## config.mk

```make
export PLATFORM = sky130hd
export DESIGN_NAME = iob_sp_ram_loader
export DESIGN_NICKNAME = d
export VERILOG_FILES = /design/src/rtl/iob_sp_ram_loader.sv
export SDC_FILE = /design/constraint.sdc
export NUM_CORES = 1
export LEC_CHECK = 0
export ABC_AREA = 1
export BUFFER_PORTS_ARGS = -buffer_cell sky130_fd_sc_hd__buf_2
export CAP_MARGIN = 20
export CORE_MARGIN = 1
export CORE_UTILIZATION = 53
export CTS_CLUSTER_DIAMETER = 30
export DETAILED_ROUTE_END_ITERATION = 10
export GPL_TIMING_DRIVEN = 0
export PLACE_DENSITY = 0.9
export SETUP_SLACK_MARGIN = 0.02
export SYNTH_ARGS = -nofsm -noshare
export SYNTH_HDL_FRONTEND = slang
export SYNTH_SLANG_ARGS = --single-unit
```

## constraint.sdc

```tcl
create_clock -name clk -period 2.3 [get_ports clk]
set_clock_uncertainty 0.05 [all_clocks]
set_input_delay 0.345 -clock clk [delete_from_list [all_inputs] [get_ports clk]]
set_output_delay 0.345 -clock clk [all_outputs]
set_load 0.005 [all_outputs]
```

## src/rtl/iob_sp_ram_loader.sv

```systemverilog
`default_nettype none
// ============================================================================
// Module   : iob_sp_ram_loader
// Purpose  : Loads a valid/ready word stream into a single-port RAM, starting
//            at a requested base address for a requested word count.
//            Each accepted word is written to the RAM one cycle later.
// Revision : 1.0  initial release
// ============================================================================
module iob_sp_ram_loader #(
   parameter int DATA_W = 8,
   parameter int ADDR_W = 10
) (
   input  logic              clk,
   input  logic              rst,
   input  logic              start,
   input  logic [ADDR_W-1:0] base_addr,
   input  logic [ADDR_W:0]   len,
   input  logic              abort,
   input  logic              in_valid,
   input  logic [DATA_W-1:0] in_data,
   output logic              in_ready,
   output logic              mem_en,
   output logic              mem_we,
   output logic [ADDR_W-1:0] mem_addr,
   output logic [DATA_W-1:0] mem_wdata,
   output logic              busy,
   output logic              done,
   output logic [ADDR_W:0]   wcount
);

   localparam logic [1:0] c_idle   = 2'd0;
   localparam logic [1:0] c_load   = 2'd1;
   localparam logic [1:0] c_finish = 2'd2;

   localparam logic [ADDR_W-1:0] c_addr_one = {{(ADDR_W-1){1'b0}}, 1'b1};
   localparam logic [ADDR_W:0]   c_cnt_one  = {{ADDR_W{1'b0}}, 1'b1};

   logic [1:0]        state_q,     state_d;
   logic [ADDR_W-1:0] addr_q,      addr_d;
   logic [ADDR_W:0]   len_q,       len_d;
   logic [ADDR_W:0]   wcount_q,    wcount_d;
   logic              mem_en_q,    mem_en_d;
   logic              mem_we_q,    mem_we_d;
   logic [ADDR_W-1:0] mem_addr_q,  mem_addr_d;
   logic [DATA_W-1:0] mem_wdata_q, mem_wdata_d;
   logic              done_q,      done_d;

   logic              w_accept;
   logic [ADDR_W:0]   w_wcount_inc;

   // Abort masks acceptance in the same cycle, so an aborted word is never written.
   assign w_accept     = (state_q == c_load) && in_valid && !abort;
   assign w_wcount_inc = wcount_q + c_cnt_one;

   // Next-state and RAM-port decode; the RAM port is registered one cycle behind acceptance.
   always_comb begin
      state_d     = state_q;
      addr_d      = addr_q;
      len_d       = len_q;
      wcount_d    = wcount_q;
      mem_en_d    = 1'b0;
      mem_we_d    = 1'b0;
      mem_addr_d  = mem_addr_q;
      mem_wdata_d = mem_wdata_q;
      done_d      = 1'b0;
      case (state_q)
         c_idle: begin
            if (start) begin
               wcount_d = '0;
               if (len == '0) begin
                  // Empty load completes immediately without touching the RAM.
                  done_d = 1'b1;
               end else begin
                  addr_d  = base_addr;
                  len_d   = len;
                  state_d = c_load;
               end
            end
         end
         c_load: begin
            if (abort) begin
               state_d = c_idle;
            end else if (w_accept) begin
               mem_en_d    = 1'b1;
               mem_we_d    = 1'b1;
               mem_addr_d  = addr_q;
               mem_wdata_d = in_data;
               addr_d      = addr_q + c_addr_one;
               wcount_d    = w_wcount_inc;
               if (w_wcount_inc == len_q) begin
                  // FINISH coincides with the final write, so done rises with it.
                  state_d = c_finish;
                  done_d  = 1'b1;
               end
            end
         end
         c_finish: begin
            state_d = c_idle;
         end
         default: begin
            state_d = c_idle;
         end
      endcase
   end

   // State register; reset also discards any write pending on the RAM port.
   always_ff @(posedge clk) begin
      if (rst) begin
         state_q     <= c_idle;
         addr_q      <= '0;
         len_q       <= '0;
         wcount_q    <= '0;
         mem_en_q    <= 1'b0;
         mem_we_q    <= 1'b0;
         mem_addr_q  <= '0;
         mem_wdata_q <= '0;
         done_q      <= 1'b0;
      end else begin
         state_q     <= state_d;
         addr_q      <= addr_d;
         len_q       <= len_d;
         wcount_q    <= wcount_d;
         mem_en_q    <= mem_en_d;
         mem_we_q    <= mem_we_d;
         mem_addr_q  <= mem_addr_d;
         mem_wdata_q <= mem_wdata_d;
         done_q      <= done_d;
      end
   end

   assign in_ready  = (state_q == c_load);
   assign busy      = (state_q != c_idle);
   assign mem_en    = mem_en_q;
   assign mem_we    = mem_we_q;
   assign mem_addr  = mem_addr_q;
   assign mem_wdata = mem_wdata_q;
   assign done      = done_q;
   assign wcount    = wcount_q;

endmodule
`default_nettype wire
```

==> impl_metrics.ini, run 1 <==
[clocking]
post_cts_buffers = 0
clock-sinks = 54
cts.clk_slew.worst_paths_ns = 0.10
clock_tree.buffer_depth = 2
htree_levels = 2
root_buffer = clkbuf_8
cts_tree = yes
cts_hold_buf = 0
cts-resized-gates = 0
numCtsBuffers = 5
clk_latency_ns = 0.32

[power_and_ir_drop]
peakVddDrop_mv = 0.312
p_leak_nw = 1.44
powerDensity_nw_per_um2 = 621

[min_path]
holdPathStages = 3
hold_class = in -> reg

[die]
fp.dieH_um = 74.2
die_x_um = 74.2
ios = 68
core_area_um2 = 4880
initial_core_util = 0.565
num_rows = 25
die_area_um2 = 5500

[synthesis]
syn_area_um2 = 2760
syn-num-nets = 430
ys_warn_count = 0
synth_area_leader_cell = dfxtp_1
synthCells = 394
synth_edf_count = 0
synth.avg_cell_area_um2 = 7.00
synth.area.top_cells = dfxtp_1 (39%), nand2_1 (10%), nor2_1 (6.7%), o21ai_0 (6.5%), a21oi_1 (6.2%)
ys.flop_type = dfxtp_1
synth-seq-area-share = 0.392
synth_seq_cells = 54
synth_top_area_frac = 0.392
async_reset_ff_frac = 0
synth.distinct_cells = 37

[sta]
tns_ns = 0
worst_pin_slew_ns = 0.548
rsz0062_at_grt = no
holdWs_ns = 0.207
clock.fmax_ghz = 0.482
setup-violations-final = 0
fin_crit_ns = 2.08
finalHoldViolCount = 0
drv_slew = 0
fin_crit_sh = 0.903
max_slew_margin = 0.635

[final_layout]
antenna_cells = 0
fin_nets = 503
drive_gt1_frac = 0.237
instances_no_fill = 535
fillCellCount = 472
final-seq-area_um2 = 1080
multi_input_area_um2 = 1450
syn2layout_area_growth_pct = 19.0

[detailed_routing]
drtIter0Drc = 153
drc = 0
firstDrtPassIters = 5
ant_nets = 0
wl_per_cell_um = 12.7
drt-total-wl_um = 6800
viasPerCell = 5.36
vias = 2866

[place]
finalWeightedCongestion = 0.913
hpwl_um = 5260
port_buffers = 66
dp_cells = 527

[status]
status = finished clean

[grt]
grt_pass1_vias = 2613
grt_overflow = 0
grt_pass1_wl_um = 11100
grtUsageTotal = 0.262
antenna_found_initial = 0
grt_max_degree = 17

[setup_path]
worst_path_largest_cell_delay_ns = 0.49
cp.buffers_inverters = 0
crit_chain = ha_1 -> nand2_2 -> nor2_2 -> nand4_1 -> nand3_1 -> nand3_2 -> nor2_4 -> nand3_2 -> nand2_2 -> nand2_2 -> nor2_2
crit_family = simple AND/OR/NAND/NOR gates
cp-start-kind = register
cp_slowest_cell = dfxtp_1
reg2reg_depth = 11
crit_top_cell = nand2_2
path_class = reg -> reg
cp.arrival_ns = 2.29
required_ns = 2.51
cp-end-kind = register
critPathMaxFanout = 7
cp.depth = 11

[flow_run]
maxCapViolCount = 0
## placed cells by master, fill, tap and decap left out, drive strengths merged
master,instances
nand2,84
a31oi,5
nor2,59
bufinv,1
nand3b,1
or2,3
nor4,1
and2,1
ha,2
o21bai,1
o211ai,1
nand3,35
clkinv,4
buf,72
xnor2,1
inv,36
a21oi,35
o21ai,44
nor3,1
o211a,2
a211oi,2
dfxtp,54
nand4,6
clkbuf,16
a221oi,1
## per-stage QoR
stage | util | area (um2) | total power (W) | setup slack [ns]
global placement | 0.650 | 3170 | 0.00140 | 0.342
detailed placement | 0.650 | 3170 | 0.00142 | 0.273
global route | 0.673 | 3280 | 0.00213 | 0.0982
finish | 0.673 | 3280 | 0.00204 | 0.224
CTS | 0.673 | 3280 | 0.00205 | 0.246
floorplan | - | 2760 | 0.00130 | 0.528
## where the power goes
part           total (W)  internal, W  switching, W
sequential       0.00104     0.000995     0.0000429
clock           0.000638     0.000321      0.000318
combinational   0.000361     0.000136      0.000225
## flip-flops by register name, indices dropped and copies added, names as in the netlist
name,flops
state_q,2
len_q,11
mem_wdata,8
mem_addr,10
mem_we,1
wcount,11
done,1
addr_q,10
## per-layer routing
layer / vias up / share of wire / GRT usage
li1: 1440 / - / -
met1: 1332 / 0.42 / 0.293
met2: 83 / 0.52 / 0.483
met3: 11 / 0.044 / 0.0366
met4: 0 / 0.020 / 0.132
met5: - / 0 / 0
## final cells by class
class,instances,area share
Multi-Input combinational cell,285,0.443
Sequential cell,54,0.329
Timing Repair Buffer,66,0.101
Inverter,38,0.0435
Tap cell,67,0.0255
Buffer,17,0.0248
Clock buffer,5,0.0210
Clock inverter,3,0.0122
## synth_stat cells (3+ instances only)
library cell and count:
nand3_2 3, o21ai_1 8, clkbuf_1 11, a31oi_1 5, nor2_1 49, inv_1 31, inv_2 5, dfxtp_1 54
nor2_4 5, nand4_1 5, a21oi_1 34, nand3_1 32, nand2_2 5, or2_2 3, o21ai_0 36, nor2_2 4
nand2_1 77
## worst reg2reg max path, cell delays in order, from the launching register on
cell and delay, ns:
dfxtp_1 0.49, ha_1 0.36, nand2_2 0.13, nor2_2 0.13, nand4_1 0.16, nand3_1 0.15
nand3_2 0.10, nor2_4 0.14, nand3_2 0.10, nand2_2 0.08, nand2_2 0.05, nor2_2 0.06
## kinds of logic (layout without fill, tap and decap cells)
logic type | count (synthesis) | count (layout) | synth area share
compound gates | 91 | 91 | 0.186
flops | 54 | 54 | 0.392
fa+ha+maj | 2 | 2 | 0.00907
simple gates | 191 | 191 | 0.328
buf+inv | 55 | 129 | 0.0812
xor+xnor | 1 | 1 | 0.00318
## worst paths after layout
kind	from	to	slack [ns]
worst max-delay path	wcount[0]$_SDFFE_PP0P_	state_q[1]$_SDFFE_PP0P_	0.22
worst max register to register	wcount[0]$_SDFFE_PP0P_	state_q[1]$_SDFFE_PP0P_	0.22
worst min-delay path	base_addr[0]	addr_q[0]$_SDFFE_PP0P_	0.21
worst min register to register	len_q[0]$_SDFFE_PP0P_	len_q[0]$_SDFFE_PP0P_	0.42
(Power assumes the default switching activity.)
==> inputs of run 2 (changes only) <==
- RECOVER_POWER: unset -> 50
==> impl_metrics.ini, run 2 (synthesis results as in run 1) <==
[grt]
busiest_layer = met2
grt_pass1_vias = 2613
met2_usage = 0.483
grt_max_degree = 17
grtUsageTotal = 0.262
grtUsageMet3 = 0.0366
grt_overflow = 0
antenna_found_initial = 0
use_met1 = 0.293
grt_pass1_wl_um = 11100

[power_and_ir_drop]
internal_power_w = 0.00145
p_leak_nw = 1.33
power.share.switching = 0.288
clkPwrFrac = 0.316
p_comb_frac = 0.174
peakVddDrop_mv = 0.315
powerDensity_nw_per_um2 = 628
seq_power_share = 0.511
p_sw_w = 0.000585

[sta]
drv_slew = 0
worst_pin_slew_ns = 0.575
tns_ns = 0
finalHoldViolCount = 0
max_slew_margin = 0.617
rsz0062_at_grt = no
fin_crit_sh = 0.904
clock.fmax_ghz = 0.481
setup-violations-final = 0
fin_crit_ns = 2.08

[clocking]
root_buffer = clkbuf_8
htree_levels = 2
clock_tree.buffer_depth = 2
cts-resized-gates = 0
clock-sinks = 54
cts_hold_buf = 0
cts_tree = yes
clk_latency_ns = 0.32
post_cts_buffers = 0
numCtsBuffers = 5
cts.clk_slew.worst_paths_ns = 0.10

[die]
initial_core_util = 0.565
num_rows = 25
ios = 68
fp.dieH_um = 74.2
die_area_um2 = 5500
core_area_um2 = 4880
die_x_um = 74.2

[setup_path]
crit_chain = ha_1 -> nand2_2 -> nor2_2 -> nand4_1 -> nand3_1 -> nand3_2 -> nor2_4 -> nand3_2 -> nand2_2 -> nand2_2 -> nor2_2
critPathMaxFanout = 7
required_ns = 2.51
cp_slowest_cell = dfxtp_1
path_class = reg -> reg
cp-end-kind = register
r2r_slack_ns = 0.22
cp-start-kind = register
crit_top_cell = nand2_2
worst_path_largest_cell_delay_ns = 0.49
cp.arrival_ns = 2.29

[detailed_routing]
drtIter0Drc = 116
viasPerCell = 5.36
ant_nets = 0
firstDrtPassIters = 5
drc = 0
drt-total-wl_um = 6870
vias = 2868
wl_per_cell_um = 12.8

[status]
status = finished clean

[final_layout]
antenna_cells = 0
syn2layout_area_growth_pct = 17.3
fin_area_um2 = 3240
drive_gt1_frac = 0.182
final_cell_mix = nand2_1 (77), dfxtp_1 (54), nor2_1 (50)
fillCellCount = 487
layout_commonest_cell = nand2_1
fin_nets = 503

[place]
port_buffers = 66
hpwl_um = 5260
finalWeightedCongestion = 0.913
place_area_um2 = 3170

[min_path]
hold_class = in -> reg

[flow_run]
maxCapViolCount = 0
run 2: changes by cell type in the layout (fill, tap and decap cells not counted):
cell	before	now
inv_1	31	32
clkbuf_1	11	33
clkbuf_4	0	1
buf_1	1	3
buf_2	68	44
nor2_8	1	0
inv_2	5	4
buf_4	2	1
nor2_1	49	50
run 2: stage by stage:
step                 util  std cells  power, W  hold slack [ns]  setup slack, ns
floorplan               -        394   0.00130            0.387            0.528
CTS                 0.673        535   0.00205            0.201            0.246
finish              0.663        535   0.00203            0.205            0.222
detailed placement  0.650        527   0.00142            0.409            0.273
global placement    0.650        527   0.00140            0.397            0.342
global route        0.663        535   0.00212            0.222           0.0643
run 2: area by class of cell:
class / instances / area, um2 / area share
sequential: 54 / 1080 / 0.334
timing repair buffer: 66 / 302 / 0.0932
clock inverter: 3 / 40.0 / 0.0124
inverter: 38 / 143 / 0.0441
clock buffer: 5 / 68.8 / 0.0213
multi-input combinational: 285 / 1440 / 0.444
tap: 67 / 83.8 / 0.0259
buffer: 17 / 80.1 / 0.0247
run 2: power by group through the flow:
stage                     Combinational, W  Sequential (W)  Clock, W
final                             0.000354         0.00104  0.000642
after global routing              0.000397         0.00105  0.000680
after CTS                         0.000360         0.00104  0.000651
after detailed placement          0.000358         0.00106         0
after global placement            0.000347         0.00106         0
after floorplan                   0.000244         0.00105         0
run 2: metal layers:
layer	wire, um	vias to the layer above
met3	345	11
met1	2810	1323
met2	3570	98
li1	-	1436
met5	0	-
met4	136	0
run 2: critical path, delay by kind of cell, from the launching register on:
| kind | cells | cell delay (ns) |
|---|---|---|
| adders and majority gates | 1 | 0.37 |
| DFF | 1 | 0.49 |
| and+or+nand+nor | 10 | 1.12 |
run 2: worst paths after layout:
path,from,endpoint,cells after the start
worst min register to register,len_q[0]$_SDFFE_PP0P_,len_q[0]$_SDFFE_PP0P_,2
worst max register to register,wcount[0]$_SDFFE_PP0P_,state_q[1]$_SDFFE_PP0P_,11
worst max-delay path,wcount[0]$_SDFFE_PP0P_,state_q[1]$_SDFFE_PP0P_,11
worst min-delay path,base_addr[0],addr_q[0]$_SDFFE_PP0P_,3
